File: config.mk
export PLATFORM = sky130hd
export DESIGN_NAME = ibex_mem_arbiter
export DESIGN_NICKNAME = d
export VERILOG_FILES = /design/src/rtl/ibex_mem_arbiter.sv
export SDC_FILE = /design/constraint.sdc
export NUM_CORES = 1
export LEC_CHECK = 0
export CORE_AREA = 2 2 111 113
export CTS_BUF_LIST = sky130_fd_sc_hd__clkbuf_2
export DETAILED_ROUTE_END_ITERATION = 8
export DIE_AREA = 0 0 113 115
export HOLD_SLACK_MARGIN = 0.06
export PLACE_DENSITY = 0.72
export SLEW_MARGIN = 0
export SYNTH_ARGS = -nofsm -noshare
export SYNTH_HDL_FRONTEND = slang
export SYNTH_SLANG_ARGS = --single-unit
File: constraint.sdc
create_clock -name clk_i -period 5.8 [get_ports clk_i]
set_input_delay 0.58 -clock clk_i [delete_from_list [all_inputs] [get_ports clk_i]]
set_output_delay 0.58 -clock clk_i [all_outputs]
set_load 0.005 [all_outputs]
File: src/rtl/ibex_mem_arbiter.sv
// rtl/ibex_mem_arbiter.sv - shares one memory port between Ibex fetch and data ports
// Optional: define ARB_ROUND_ROBIN_EN for round-robin contention (default fixed DATA priority).
module ibex_mem_arbiter #(
    parameter int unsigned MaxOutstanding = 2
) (
    input  logic        clk_i,
    input  logic        rst_i,
    input  logic        instr_req_i,
    output logic        instr_gnt_o,
    output logic        instr_rvalid_o,
    input  logic [31:0] instr_addr_i,
    output logic [31:0] instr_rdata_o,
    output logic        instr_err_o,
    input  logic        data_req_i,
    output logic        data_gnt_o,
    output logic        data_rvalid_o,
    input  logic        data_we_i,
    input  logic [3:0]  data_be_i,
    input  logic [31:0] data_addr_i,
    input  logic [31:0] data_wdata_i,
    output logic [31:0] data_rdata_o,
    output logic        data_err_o,
    output logic        mem_req_o,
    input  logic        mem_gnt_i,
    input  logic        mem_rvalid_i,
    output logic        mem_we_o,
    output logic [3:0]  mem_be_o,
    output logic [31:0] mem_addr_o,
    output logic [31:0] mem_wdata_o,
    input  logic [31:0] mem_rdata_i,
    input  logic        mem_err_i,
    output logic [3:0]  outstanding_o,
    output logic        protocol_err_o
);

    localparam logic       SEL_INSTR = 1'b0;
    localparam logic       SEL_DATA  = 1'b1;
    localparam logic [2:0] LAST_IDX  = 3'(MaxOutstanding - 1);
    localparam logic [3:0] MAX_CNT   = 4'(MaxOutstanding);

    logic [3:0] count_q, count_d;
    logic [2:0] wptr_q, wptr_d, rptr_q, rptr_d;
    logic [7:0] id_q;
    logic       lock_q, lock_d;
    logic       lock_sel_q, lock_sel_d;
    logic       perr_q, perr_d;
    logic       sel, contend_sel, push, pop, head;

`ifdef ARB_ROUND_ROBIN_EN
    logic last_q, last_d;

    assign contend_sel = (last_q == SEL_INSTR) ? SEL_DATA : SEL_INSTR;
    assign last_d      = push ? sel : last_q;

    always_ff @(posedge clk_i or posedge rst_i) begin
        if (rst_i) begin
            last_q <= SEL_INSTR;
        end else begin
            last_q <= last_d;
        end
    end
`else
    assign contend_sel = SEL_DATA;
`endif

    // A pending ungranted request keeps its source so the address cannot move under the memory.
    always_comb begin
        sel = SEL_INSTR;
        if (lock_q) begin
            sel = lock_sel_q;
        end else if (instr_req_i && data_req_i) begin
            sel = contend_sel;
        end else if (data_req_i) begin
            sel = SEL_DATA;
        end
    end

    assign mem_req_o   = (instr_req_i | data_req_i) & (count_q < MAX_CNT) & ~rst_i;
    assign mem_addr_o  = (sel == SEL_DATA) ? data_addr_i  : instr_addr_i;
    assign mem_we_o    = (sel == SEL_DATA) ? data_we_i    : 1'b0;
    assign mem_be_o    = (sel == SEL_DATA) ? data_be_i    : 4'hF;
    assign mem_wdata_o = (sel == SEL_DATA) ? data_wdata_i : 32'h0;

    assign push        = mem_req_o & mem_gnt_i;
    assign instr_gnt_o = push & (sel == SEL_INSTR);
    assign data_gnt_o  = push & (sel == SEL_DATA);

    assign pop            = mem_rvalid_i & (count_q != 4'd0) & ~rst_i;
    assign head           = id_q[rptr_q];
    assign instr_rvalid_o = pop & (head == SEL_INSTR);
    assign data_rvalid_o  = pop & (head == SEL_DATA);
    assign instr_err_o    = instr_rvalid_o & mem_err_i;
    assign data_err_o     = data_rvalid_o & mem_err_i;
    assign instr_rdata_o  = mem_rdata_i;
    assign data_rdata_o   = mem_rdata_i;

    assign outstanding_o  = count_q;
    assign protocol_err_o = perr_q;

    always_comb begin
        count_d    = count_q;
        wptr_d     = wptr_q;
        rptr_d     = rptr_q;
        lock_d     = mem_req_o & ~mem_gnt_i;
        lock_sel_d = sel;
        perr_d     = perr_q | (mem_rvalid_i & (count_q == 4'd0));
        if (push) begin
            wptr_d = (wptr_q == LAST_IDX) ? 3'd0 : wptr_q + 3'd1;
        end
        if (pop) begin
            rptr_d = (rptr_q == LAST_IDX) ? 3'd0 : rptr_q + 3'd1;
        end
        case ({push, pop})
            2'b10:   count_d = count_q + 4'd1;
            2'b01:   count_d = count_q - 4'd1;
            default: count_d = count_q;
        endcase
    end

    always_ff @(posedge clk_i or posedge rst_i) begin
        if (rst_i) begin
            count_q    <= 4'd0;
            wptr_q     <= 3'd0;
            rptr_q     <= 3'd0;
            id_q       <= 8'd0;
            lock_q     <= 1'b0;
            lock_sel_q <= SEL_INSTR;
            perr_q     <= 1'b0;
        end else begin
            count_q    <= count_d;
            wptr_q     <= wptr_d;
            rptr_q     <= rptr_d;
            lock_q     <= lock_d;
            lock_sel_q <= lock_sel_d;
            perr_q     <= perr_d;
            if (push) begin
                id_q[wptr_q] <= sel;
            end
        end
    end

endmodule
==> results list, run 1 <==
- The run finished, with violations left.
* Violated checks: DRC
* Met3 capacity usage during global routing: 3.954%
- Number of nets with antenna violations after routing: 0
- Data arrival time at the worst-slack endpoint: 3.11 ns
- Top fanout value on the critical path: 75
- Wire length of the first global-routing pass: 10930 um
- The worst setup path is launched from an input port.
* Post-cts repair resize count: 0
- In this run the register-to-register setup slack is 2.80 ns.
- Die outline width: 113 um
- IR analysis of the VDD net gives a maximum drop of 0.00008108 V.
- Overall via count from detail_route: 2336
* Net count of the mapped netlist: 451
- Count of standard-cell rows: 40
- RSZ-0062 raised after global routing: no
- Clock tree root driver cell: sky130_fd_sc_hd__clkbuf_2
* Ys async rst share: 100.0%
- Max stage delay on crit path: 0.81 ns
- The number of global-route vias before repair was 2290.
- Buf/Inv on CP: 4
* Inserted Clock Buffers: 3
- The die is 115 um tall.
- In the final layout, the share of cells above drive strength 1 is 4.276%.
* Iter 0 DRT Violations: 97
- Relative slew slack: 30.11%
- Crit path from: data_req_i
- Grouping stages by cell kind, the critical path spends the most delay in buffers and inverters.
- Hold Path Origin: protocol_err_o
- Post-layout instance count excluding filler cells: 568
- For this run, global-route usage on met1 was measured as 11.86%.
* DR pass1 iterations: 6
- Drc violations: 11
- Die ar.: 13000 um2
- Worst hold-check path type: reg -> reg
- Post-CTS repair timing setup buffer count: 0
* Setup skew after layout: 0.01044 ns
- In this run the number of H-tree levels came out at 1.
- Measured against the total synthesized area, the mux share comes to 5.935%.
- In the synthesized netlist, the number of instances is 308.
- The startpoint identified for the worst register-to-register timing path is outstanding_o[1].
- Count of pins on the block boundary: 285
- Among all stages on the critical path, the largest delay is contributed by sky130_fd_sc_hd__inv_2.
- Seq/Total Area, Yosys: 23.52%
- In the global route stage, overall resource usage came out at 10.10%.
* Worst-Skew Late Latency: 0.32 ns
- Detailed placer's ending HPWL: 5875 um
- Effective utilization at floorplan: 18.92%
- Count of placed standard cells including taps: 564
* Final Max Slew Viols: 0
* Highest Clock Rate: 271.2 MHz
- Layout net count: 565
- After synthesis the netlist holds a flip-flop and latch count of 21.
* Predominant post-synthesis flop cell: sky130_fd_sc_hd__dfrtp_1
* Clock-pin transition on the worst setup and hold timing paths: 0.19 ns
- The smallest clock period supported by the final layout is computed as 3.688 ns.
- TritonCTS built the clock tree.
* Post-layout util: 32.14%
- Most used routing layer in global routing: met2
- Cell-by-cell listing of the critical path: clkdlybuf4s50_1 > mux2i_4 > buf_4 > inv_2 > nand2_1 > nand2_1 > clkdlybuf4s50_1
- Count of input and output buffers: 188
* Syn Std Cell Area: 2235 um2
* Final antenna diode count: 0
* Synthesized-area fraction occupied by and/or/nand/nor cells: 36.45%
* Sum of routed wire length over all layers: 7210 um
- Routability-driven placement finished with a final weighted congestion of 0.7132.
- Synthesis instantiated 36 different standard cells from the library.
* Yosys warning count: 0
- Entering global routing, the biggest net connects 76 pins.
- Fraction of the mapped netlist area in adder cells: 1.680%
- Maximum Capacitance Violations: 0
- The core region is 11810 um2.
* Via density: 4.113
- Post-Synthesis Mean Instance Area: 7.255 um2
- In this run the deepest clock path goes through 2 buffers.
* Areal power density over the cells: 198.5 nW/um2
- Overall Power: 753.7 uW
- Slew at the pin closest to its max-slew limit: 1.047 ns
- Final setup violating endpoints: 0
- Leaving out fill and tap cells, the most frequent cell in the layout is sky130_fd_sc_hd__clkdlybuf4s50_1.
- The count of endpoints failing hold in the final timing report is 0.
* Part of the cycle the worst path needs: 63.59%
- In the global route stage, met2 resource usage came out at 17.05%.
- Clock sink total: 21
- After routing, the total negative slack on setup checks comes to 0 ns.
- Xor and xnor area share after synthesis: 3.527%
- STA classifies the critical path endpoint as an output port.
- Yosys mapped a number of flops with a built-in enable equal to 0.
* Post-cts hold buffer count: 0
- Static leakage: 1.600 nW
* Most frequent cells in the layout: sky130_fd_sc_hd__clkdlybuf4s50_1 (188), sky130_fd_sc_hd__nand2_1 (101), sky130_fd_sc_hd__and2_1 (34), sky130_fd_sc_hd__dfrtp_1 (21), sky130_fd_sc_hd__nor2_1 (8)
- Compared with the post-synthesis result, the final layout area differs by 69.88%.
- Type of the setup path with the least slack: in -> out
- Main combinational cell family by area after synthesis: simple AND/OR/NAND/NOR gates
- Antenna violations before repair: 0
* Required time reported for the critical path endpoint: 5.22 ns
- Gr ovfl total: 0
- Compound-gate portion of the synthesized area: 4.031%
- In the final routed layout, each cell accounts on average for 12.69 um.
==> report_power, final <==
group          internal, mW  leakage, nW  switching (mW)
logic                 0.272         1.32           0.156
clock network        0.0183       0.0166          0.0445
registers             0.192        0.267          0.0705
total                 0.483         1.60           0.271
==> per-stage QoR <==
stage	hold WS [ns]	instance area (um2)	setup slack (ns)
floorplan	0.4510	2235	3.417
global placement	0.4390	3776	2.162
detailed placement	0.4480	3776	2.114
CTS	0.4970	3796	2.118
global route	0.5415	3796	1.918
finish	0.4935	3796	2.112
==> metal layers <==
metal	up-vias	part of all wire [%]
li1	1130	-
met5	-	0
met4	0	1.3
met3	10	12
met2	156	49
met1	1040	38
==> layout make-up <==
type | instances | area, um2
fill | 1228 | 8015
timing repair buffer | 189 | 1889
multi-input combinational | 204 | 1166
sequential | 21 | 525.5
tap | 147 | 183.9
clock buffer | 4 | 20.02
inverter | 3 | 11.26
==> worst reg2reg max path: stages, from the launching register on <==
cell and delay, ns:
sky130_fd_sc_hd__dfrtp_1 0.51, sky130_fd_sc_hd__or3_4 0.43, sky130_fd_sc_hd__nor4b_4 0.53, sky130_fd_sc_hd__inv_2 0.22, sky130_fd_sc_hd__ha_1 0.32, sky130_fd_sc_hd__xor2_1 0.17
sky130_fd_sc_hd__ha_1 0.18, sky130_fd_sc_hd__a21oi_1 0.16, sky130_fd_sc_hd__xor2_1 0.17, sky130_fd_sc_hd__nor2_1 0.07, sky130_fd_sc_hd__xor2_1 0.14
==> path summary, 6_finish.rpt <==
| path | endpoint | depth (start not counted) |
|---|---|---|
| min in group asynchronous | outstanding_o[1] | 2 |
| hold / removal | protocol_err_o | 1 |
| max in group asynchronous | rptr_q[1] | 2 |
| hold reg to reg | protocol_err_o | 1 |
| setup reg to reg | outstanding_o[2] | 10 |
| setup / recovery | mem_addr_o[10] | 7 |
==> state kept, by name (all words and copies together), names as in the netlist <==
signal and count:
wptr_q 3, rptr_q 3, lock_q 1, id_q 8, outstanding_o 4, protocol_err_o 1, lock_sel_q 1
==> cells in the mapped netlist (3+ instances only) <==
| library cell | count | area (um2) |
|---|---|---|
| sky130_fd_sc_hd__clkbuf_1 | 8 | 30.03 |
| sky130_fd_sc_hd__buf_4 | 65 | 488.0 |
| sky130_fd_sc_hd__a21oi_1 | 4 | 20.02 |
| sky130_fd_sc_hd__nor2_1 | 8 | 30.03 |
| sky130_fd_sc_hd__dfrtp_1 | 21 | 525.5 |
| sky130_fd_sc_hd__mux2_2 | 3 | 33.78 |
| sky130_fd_sc_hd__nor2b_1 | 5 | 31.28 |
| sky130_fd_sc_hd__buf_1 | 7 | 26.28 |
| sky130_fd_sc_hd__mux2_1 | 3 | 33.78 |
| sky130_fd_sc_hd__nand2_1 | 101 | 379.1 |
| sky130_fd_sc_hd__xnor2_1 | 4 | 35.03 |
| sky130_fd_sc_hd__a31oi_1 | 4 | 25.02 |
| sky130_fd_sc_hd__nand2b_1 | 4 | 25.02 |
| sky130_fd_sc_hd__xor2_1 | 5 | 43.79 |
| sky130_fd_sc_hd__and2_1 | 34 | 212.7 |
| sky130_fd_sc_hd__ha_1 | 3 | 37.54 |
| sky130_fd_sc_hd__nand3_1 | 4 | 20.02 |
==> cells by family after synthesis <==
kind of cell	Yosys count
AO/OA/AOI/OAI	14
XOR/XNOR	9
adder cells (fa/ha/maj)	3
buffers and inverters	83
flip-flops	21
multiplexers	10
AND/OR/NAND/NOR	168
No activity file was read; power rests on OpenSTA's default activity.
==> run 2, diff against run 1 <==
- CORE_AREA: 2 2 111 113 -> 2 2 112 114
- DIE_AREA: 0 0 113 115 -> 0 0 114 116
- PLACE_DENSITY: 0.72 -> 0.73
- clock period: 5.8 -> 3.2 ns (I/O delays scaled with it)
==> results list, run 2 (same netlist as run 1, synthesis figures left out) <==
* CORE AREA: 11910 um2 (was 11810 um2)
- Master of the slowest instance on the critical path: sky130_fd_sc_hd__mux4_2 (was sky130_fd_sc_hd__inv_2)
- Die ar.: 13220 um2 (was 13000 um2)
- The post-cts hold buffer count came to 0 (unchanged).
- Post-CTS repair timing setup buffer count: 0 (unchanged)
* Top fanout value on the critical path: 5 (was 75)
- The top-level I/O count came to 285 (unchanged).
* Wire length of the first global-routing pass: 11080 um (was 10930 um)
- Drc violations: 0 (was 11)
- The power density over cell area came to 359.1 nW/um2 (was 198.5 nW/um2).
* Worst setup EP type: output port (unchanged)
* Final std cell area, no fill: 3831 um2 (was 3796 um2)
* Inserted Clock Buffers: 3 (unchanged)
- The maximum buffer depth of the clock tree came to 2 (unchanged).
- The number of gates given a new drive strength after cts was 0 (unchanged).
- Required time reported for the critical path endpoint: 2.88 ns (was 5.22 ns)
- Sequential standard cell area: 525.5 um2 (unchanged)
* Vias in the first global route: 2277 (was 2290)
- Iter 0 DRT Violations: 98 (was 97)
- The most frequent standard cell in the layout excluding fill and tap cells is sky130_fd_sc_hd__clkdlybuf4s50_1 (unchanged).
- Die outline width: 114 um (was 113 um)
* Area post-placement: 3811 um2 (was 3776 um2)
* Layout net count: 568 (was 565)
* Clock sink total: 21 (unchanged)
- The average via count per standard cell came to 4.147 (was 4.113).
* Cell-by-cell listing of the critical path: mux4_2 > mux2i_1 > and3_1 > clkdlybuf4s50_1 (was clkdlybuf4s50_1 > mux2i_4 > buf_4 > inv_2 > nand2_1 > nand2_1 > clkdlybuf4s50_1)
- Run status: finished clean (was finished with violations).
- Relative slew slack: 47.52% (was 30.11%)
- The total leakage power was 1.619 nW (was 1.600 nW).
- Startpoint type of the worst setup path: register (was input port)
- The row count is 40 (unchanged).
- Count of placed standard cells including taps: 567 (was 564)
* Gr ovfl total: 0 (unchanged)
- The total setup violations reported at the end of the flow is 0 (unchanged).
* Setup skew after layout: 0.01131 ns (was 0.01044 ns)
- The post-layout total power came to 1.376 mW (was 753.7 uW).
- Timing would allow up to 378.4 MHz.
- The number of max-capacitance violations reported is 0 (unchanged).
- The maximum number of pins on one net before global-route repair came to 76 (unchanged).
- The clock insertion delay at the later pin of the skew report came to 0.33 ns (was 0.32 ns).
- Final antenna diode count: 0 (unchanged)
- Count of input and output buffers: 188 (unchanged)
* Worst VDD drop: 0.0002150 V (was 0.00008108 V)
- Final Wtd Congestion: 0.7312 (was 0.7132)
* Antenna violations before repair: 0 (unchanged)
- Most frequent cells in the layout: sky130_fd_sc_hd__clkdlybuf4s50_1 (188), sky130_fd_sc_hd__nand2_1 (101), sky130_fd_sc_hd__and2_1 (34), sky130_fd_sc_hd__dfrtp_1 (21), sky130_fd_sc_hd__nor2_1 (8) (unchanged)
- The growth of design area from synthesis to finish is 71.44% (was 69.88%).
- The detailed-placement wirelength estimate came to 6152 um (was 5875 um).
* Register with the highest flop count: id_q (unchanged)
- Clock-pin transition on the worst setup and hold timing paths: 0.20 ns (was 0.19 ns)
* Gr usage total: 10.18% (was 10.10%)
- The routed via count came to 2368 (was 2336).
- The starting density of the core is 18.76% (was 18.92%).
- The worst min-delay path class is reg -> reg (unchanged).
- The type of the setup path with the least slack is reg -> out (was in -> out).
* Number of nets with antenna violations after routing: 0 (unchanged)
- The area occupied by multi-input gates was 1166 um2 (unchanged).
* Setup total negative slack: 0 ns (unchanged)
- The count of endpoints failing hold in the final timing report is 0 (unchanged).
* Sum of routed wire length over all layers: 7495 um (was 7210 um)
- The routed design could run at a clock period as short as 2.643 ns.
* Data arrival time at the worst-slack endpoint: 2.32 ns (was 3.11 ns)
- RSZ-0062 raised after global routing: no (unchanged)
- The number of detailed-routing iterations run before antenna repair is 4 (was 6).
- The count of non-filler cells in the finished layout came to 571 (was 568).
- The average wire per standard cell is 13.13 um (was 12.69 um).
- The fraction of layout cells with a size suffix above 1 is 4.953% (was 4.276%).
* Max stage delay on crit path: 0.53 ns (was 0.81 ns)
- Die H: 116 um (was 115 um)
- Clock tree root driver cell: sky130_fd_sc_hd__clkbuf_2 (unchanged)
* Flip-flop count of the largest register, all copies and words added: 8 (unchanged)
- The worst path uses 82.60% of the clock period.
* Slew at the pin closest to its max-slew limit: 0.7863 ns (was 1.047 ns)
- Final Max Slew Viols: 0 (unchanged)
- The number of H-tree levels was 1 (unchanged).
- Filler Cell Count: 1247 (was 1228)
- TritonCTS clock tree: done (unchanged)
[run 2: cell count changes in the layout (fill, tap and decap cells not counted)]
cell and delta:
sky130_fd_sc_hd__buf_12 +1, sky130_fd_sc_hd__buf_4 +2, sky130_fd_sc_hd__clkinv_2 +1, sky130_fd_sc_hd__clkbuf_2 -1
[run 2: metal layers]
layer | vias up | wire (um) | GRT usage [%]
li1 | 1139 | - | -
met1 | 1039 | 2875 | 12.29
met2 | 170 | 3554 | 16.55
met3 | 20 | 948 | 4.393
met4 | 0 | 118 | 2.927
met5 | - | 0 | 0
[run 2: path summary, 6_finish.rpt]
check / from / slack [ns] / to / cells after the start
max: rptr_q[1] / 0.56 / instr_err_o / 4
max reg2reg: outstanding_o[1] / 0.59 / outstanding_o[2] / 10
max in group asynchronous: rst_i / 2.07 / id_q[6] / 2
min in group asynchronous: rst_i / 0.64 / wptr_q[0] / 2
min reg2reg: protocol_err_o / 0.49 / protocol_err_o / 1
min: protocol_err_o / 0.49 / protocol_err_o / 1
[run 2: worst max-delay path, delay by kind of cell, from the launching register on]
kind          cells  cell delay, ns
simple gates      1            0.21
mux               2            0.81
buf+inv           1            0.49
flops             1            0.49
[run 2: power breakdown]
group	leakage [nW]	total, mW	internal, mW	switching (mW)
logic	1.34	0.788	0.502	0.286
clock network	0.0164	0.110	0.0283	0.0821
registers	0.267	0.477	0.348	0.129
total	1.62	1.38	0.879	0.497
[run 2: per-stage QoR]
step / setup WS, ns / util (%) / hold WS [ns]
floorplan: 0.8174 / - / 0.2965
global placement: 0.5710 / 32.00 / 0.4394
detailed placement: 0.4931 / 32.00 / 0.4503
CTS: 0.4892 / 32.16 / 0.4881
global route: 0.3632 / 32.16 / 0.5098
finish: 0.5569 / 32.16 / 0.4883
[run 2: cell type report]
| type | instances | area share, % |
|---|---|---|
| timing repair buffer | 192 | 50.23 |
| multi-input combinational | 204 | 30.44 |
| sequential | 21 | 13.72 |
| tap | 147 | 4.801 |
| clock buffer | 3 | 0.3919 |
| inverter | 3 | 0.2939 |
| clock inverter | 1 | 0.1306 |
